**src/rtl/bp_fe_queue_rolly_multi.sv**
```systemverilog
// rtl/bp_fe_queue_rolly_multi.sv - speculative-replay FE->BE queue with multi-entry commit, roll and clear
// Optional same-cycle bypass into an empty queue: define BP_FE_QUEUE_BYPASS_EN.
module bp_fe_queue_rolly_multi #(
    parameter  int width_p          = 128,
    parameter  int els_p            = 8,
    parameter  int deq_max_p        = 2,
    localparam int ptr_width_lp     = $clog2(els_p) + 1,
    localparam int cnt_width_lp     = $clog2(els_p + 1),
    localparam int deq_cnt_width_lp = $clog2(deq_max_p + 1)
) (
    input  logic                        clk_i,
    input  logic                        reset_n_i,

    input  logic [width_p-1:0]          data_i,
    input  logic                        v_i,
    output logic                        ready_o,

    output logic [width_p-1:0]          data_o,
    output logic                        v_o,
    input  logic                        yumi_i,

    input  logic                        deq_v_i,
    input  logic [deq_cnt_width_lp-1:0] deq_cnt_i,
    input  logic                        roll_v_i,
    input  logic                        clr_v_i,

    output logic [cnt_width_lp-1:0]     spec_cnt_o,
    output logic [cnt_width_lp-1:0]     unread_cnt_o
);

    localparam int idx_width_lp = ptr_width_lp - 1;
    localparam int cmp_width_lp = (deq_cnt_width_lp > ptr_width_lp) ? deq_cnt_width_lp : ptr_width_lp;

    logic [ptr_width_lp-1:0] wptr_q, wptr_d;
    logic [ptr_width_lp-1:0] rptr_q, rptr_d;
    logic [ptr_width_lp-1:0] cptr_q, cptr_d;

    logic [width_p-1:0] mem_q [els_p];

    // Differences are taken at pointer width so the wrap bit folds them modulo 2*els_p.
    logic [ptr_width_lp-1:0] spec_diff;
    logic [ptr_width_lp-1:0] unread_diff;
    logic [ptr_width_lp-1:0] avail_diff;

    assign spec_diff   = wptr_q - cptr_q;
    assign unread_diff = wptr_q - rptr_q;
    assign avail_diff  = rptr_q - cptr_q;

    assign spec_cnt_o   = cnt_width_lp'(spec_diff);
    assign unread_cnt_o = cnt_width_lp'(unread_diff);
    assign ready_o      = (spec_diff != ptr_width_lp'(els_p));

    logic we;
    logic bypass;

    assign we = v_i & ready_o & ~clr_v_i;

`ifdef BP_FE_QUEUE_BYPASS_EN
    assign bypass = (unread_diff == '0) & we;
`else
    assign bypass = 1'b0;
`endif

    assign v_o    = (unread_diff != '0) | bypass;
    assign data_o = bypass ? data_i : mem_q[rptr_q[idx_width_lp-1:0]];

    logic [cmp_width_lp-1:0] req_ext;
    logic [cmp_width_lp-1:0] avail_ext;
    logic [cmp_width_lp-1:0] commit_ext;
    logic [ptr_width_lp-1:0] commit_cnt;

    // Commit saturates at the number of entries already read.
    always_comb begin
        req_ext    = cmp_width_lp'(deq_cnt_i);
        avail_ext  = cmp_width_lp'(avail_diff);
        commit_ext = (req_ext < avail_ext) ? req_ext : avail_ext;
        commit_cnt = ptr_width_lp'(commit_ext);
    end

    always_comb begin
        cptr_d = cptr_q;
        rptr_d = rptr_q;
        wptr_d = wptr_q;

        if (deq_v_i) begin
            cptr_d = cptr_q + commit_cnt;
        end

        if (roll_v_i) begin
            rptr_d = cptr_d;
        end else if (yumi_i && v_o) begin
            rptr_d = rptr_q + 1'b1;
        end

        // Clear trims the write pointer back to the (possibly rolled) read point.
        if (clr_v_i) begin
            wptr_d = rptr_d;
        end else if (we) begin
            wptr_d = wptr_q + 1'b1;
        end
    end

    always_ff @(posedge clk_i or negedge reset_n_i) begin
        if (!reset_n_i) begin
            wptr_q <= '0;
            rptr_q <= '0;
            cptr_q <= '0;
        end else begin
            wptr_q <= wptr_d;
            rptr_q <= rptr_d;
            cptr_q <= cptr_d;
        end
    end

    always_ff @(posedge clk_i) begin
        if (we) begin
            mem_q[wptr_q[idx_width_lp-1:0]] <= data_i;
        end
    end

endmodule

```
**config.mk**
```make
export PLATFORM = sky130hd
export DESIGN_NAME = bp_fe_queue_rolly_multi
export DESIGN_NICKNAME = d
export VERILOG_FILES = /design/src/rtl/bp_fe_queue_rolly_multi.sv
export SDC_FILE = /design/constraint.sdc
export NUM_CORES = 1
export LEC_CHECK = 0
export CAP_MARGIN = 0
export CORE_ASPECT_RATIO = 1.1
export CORE_MARGIN = 3
export CORE_UTILIZATION = 53
export CTS_CLUSTER_SIZE = 20
export DETAILED_ROUTE_END_ITERATION = 12
export PLACE_DENSITY = 0.8
export SETUP_SLACK_MARGIN = 0.3
export SYNTH_ARGS = -nofsm -noshare
export SYNTH_HDL_FRONTEND = slang
export SYNTH_SLANG_ARGS = --single-unit
```
**constraint.sdc**
```tcl
create_clock -name clk_i -period 13.4 [get_ports clk_i]
set_input_delay 2.68 -clock clk_i [delete_from_list [all_inputs] [get_ports clk_i]]
set_output_delay 2.68 -clock clk_i [all_outputs]
set_load 0.005 [all_outputs]
```
==> results.toml <==
[run_status]
outcome = "finished clean"

[power_and_ir_drop]
p_comb_frac = 0.323
p_per_area_mw_per_mm2 = 212
p_leak_nw = 15.4
p_seq_frac = 0.406
switching_share = 0.289
power_switching_mw = 2.85
peakVddDrop_v = 0.000170
pwr-share-clk = 0.271
intPower_mw = 7.03

[critical_path]
arrival_ns = 4.51
critical_path_class = "flip-flop to output port"
worstReg2RegStart = "rptr_q[0]"
end_kind = "output port"
critPathMaxFanout = 108
required_ns = 10.72
startpoint = "rptr_q[0]"
startpoint_type = "flip-flop"

[global_routing]
grt_use_met1 = 0.299
grt_overflow_total = 0
grt.total_usage = 0.217
antenna_found_initial = 12
grt_pass1_vias = 20400
top_usage_layer = "met2"
use_met2 = 0.356
grt_pass1_wl_um = 126000
grtUsageMet3 = 0.0475
grt_start_max_net_pins = 163

[synth]
yosys_register_bits = 1036
synth_top_area_share = 0.776
syn_inst = 1899
synth_compound_area_frac = 0.00537
ys_warn_count = 0
synthAdderAreaFrac = 0.00676
synth_cell_types = 43
synthFlopType = "edfxtp_1"
syn_avg_cell_area_sq_um = 20.9
synth-seq-area-share = 0.784
synth-xor-area-share = 0.00221
syn_nets = 2055
async_flop_share = 0.0116
synth.area.top_cells = "edfxtp_1 (78%), mux4_2 (15%), nand2_1 (3.7%), dfrtp_1 (0.76%), ha_1 (0.47%)"
synth_top_family_by_area = "multiplexers"
yosys.area.top_type = "edfxtp_1"
synth-edff-count = 1024
synth.area.mux_share = 0.148
netlist_area_sq_mm = 0.0396
synth-simple-area-share = 0.0434

[route]
ant_nets = 0
wire_per_inst_um = 25.5
drc = 0
routed_wl_um = 82700
dr.pass1.iters = 7
viasPerCell = 5.88
vias = 19100
drt_iter0_markers = 1640

[min_path]
hp-class = "flip-flop to flip-flop"
hold_start = "cptr_q[3]"

[sta]
relSlewSlack = 0.271
fin_skew_ns = 0.0222
setup_tns_ns = 0
rsz0062_at_grt = "no"
min_period_ns = 7.19
drv_slew = 0
period_share = 0.537
finalHoldViolCount = 0
fmax_ghz = 0.139
worst_pin_slew_ns = 1.09
worst_slack_ns = 6.21
setup_violations = 0

[place]
placedCellCount = 3064
dp_slack_ns = 6.68
io_buffers = 274
place_congestion = 0.830
dp_hpwl_um = 42600

[clock_network]
htreeDepth = 3
ctsResizeCount = 0
insertion_delay_ns = 0.65
clock_sinks = 1036
clk_pin_slew_ns = 0.06
cts-root-buf = "clkbuf_16"
numCtsBuffers = 98
clock_path_buffers = 3
postCtsSetupRepairBufs = 0
cts_tree = "done"
ctsHoldBuffers = 0

[layout]
fillers = 4807
finalNetCount = 2366
final_common_cell = "edfxtp_1"
final_cell_mix = "edfxtp_1 (1,024), nand2_1 (392), clkdlybuf4s50_1 (274)"
layoutNonFillerInstCount = 3247
drive_gt1_frac = 0.193
area_growth_syn_to_layout_pct = 17.8

[floorplan]
die_h_um = 293
core-area_sq_mm = 0.0737
initial_core_util = 0.538
row_count = 104
io_pins = 275
fp.dieW_um = 267
dieArea_sq_mm = 0.0781

[job]
drv_cap = 0
## cells by family after synthesis
logic type               after synthesis
flip-flops                          1036
AND/OR/NAND/NOR                      437
multiplexers                         264
buffers and inverters                105
AO/OA/AOI/OAI                         27
adder cells (fa/ha/maj)               19
XOR/XNOR                              10
other                                  1
## layout make-up
type | count | area, sq um | share of cell area
diodes | 8 | 20.0 | 0.000429
clock buffers | 123 | 2590 | 0.0554
clock inverters | 52 | 520 | 0.0112
inverters | 16 | 65.1 | 0.00139
multi-input cells | 758 | 8210 | 0.176
flip-flops and latches | 1036 | 31100 | 0.666
well taps | 954 | 1190 | 0.0256
repair buffers | 300 | 3010 | 0.0646
## power by group through the flow
stage | logic [mW] | clock network [mW] | registers [mW]
finish | 3.19 | 2.67 | 4.01
global route | 3.47 | 2.85 | 4.04
floorplan | 1.90 | 0 | 4.05
detailed placement | 3.23 | 0 | 4.08
CTS | 3.25 | 2.73 | 4.02
global placement | 3.18 | 0 | 4.06
## Yosys cell counts, types with 2 or more instances
library cell and n:
nor2b_1 3, mux2_2 3, buf_2 27, o21a_1 2
xor2_1 5, mux4_2 256, xnor2_1 5, o22ai_1 3
nand3_1 2, or3_1 4, a21oi_1 6, o31ai_4 2
nand2_1 392, nor2_1 20, fa_1 4, clkbuf_1 44
buf_1 18, mux2i_1 4, nand3b_1 2, inv_1 16
edfxtp_1 1024, dfrtp_1 12, nor3_1 4, o21ai_0 7
or3_4 2, ha_1 15
## through the flow
step / total power, mW / area (sq um) / hold WS, ns / utilization
after floorplan: 5.95 / 39600 / 0.531 / -
after global placement: 7.24 / 43500 / 0.585 / 0.591
after detailed placement: 7.31 / 43500 / 0.579 / 0.591
after CTS: 10.0 / 46600 / 0.589 / 0.633
after global routing: 10.4 / 46700 / 0.611 / 0.633
final: 9.88 / 46700 / 0.588 / 0.634
## layer usage
layer  routed length (um)  vias up
met5                   66        -
met4                 1480        8
met3                 6120      110
met2                41600      671
met1                33500    10100
li1                     -     8236
## flip-flops by register name, indices dropped and copies added (netlist names)
name and count:
cptr_q 4, mem_q 1024, rptr_q 4, wptr_q 4
## critical path: stages, from the launching register on
cell and delay, ns:
dfrtp_4 0.82, buf_12 0.68, buf_4 0.91, mux4_2 0.60, nand2_1 0.08, nand2_1 0.07, clkdlybuf4s50_1 0.57
## final timing paths
check	to	slack (ns)	cells after the start
worst min-delay path	cptr_q[3]	0.59	1
min in group asynchronous	rptr_q[3]	2.40	1
worst min register to register	cptr_q[3]	0.59	1
max in group asynchronous	rptr_q[0]	10.56	1
worst max-delay path	data_o[29]	6.21	6
worst max register to register	wptr_q[1]	9.14	14
Note: power is estimated with default switching activity, not from simulation.
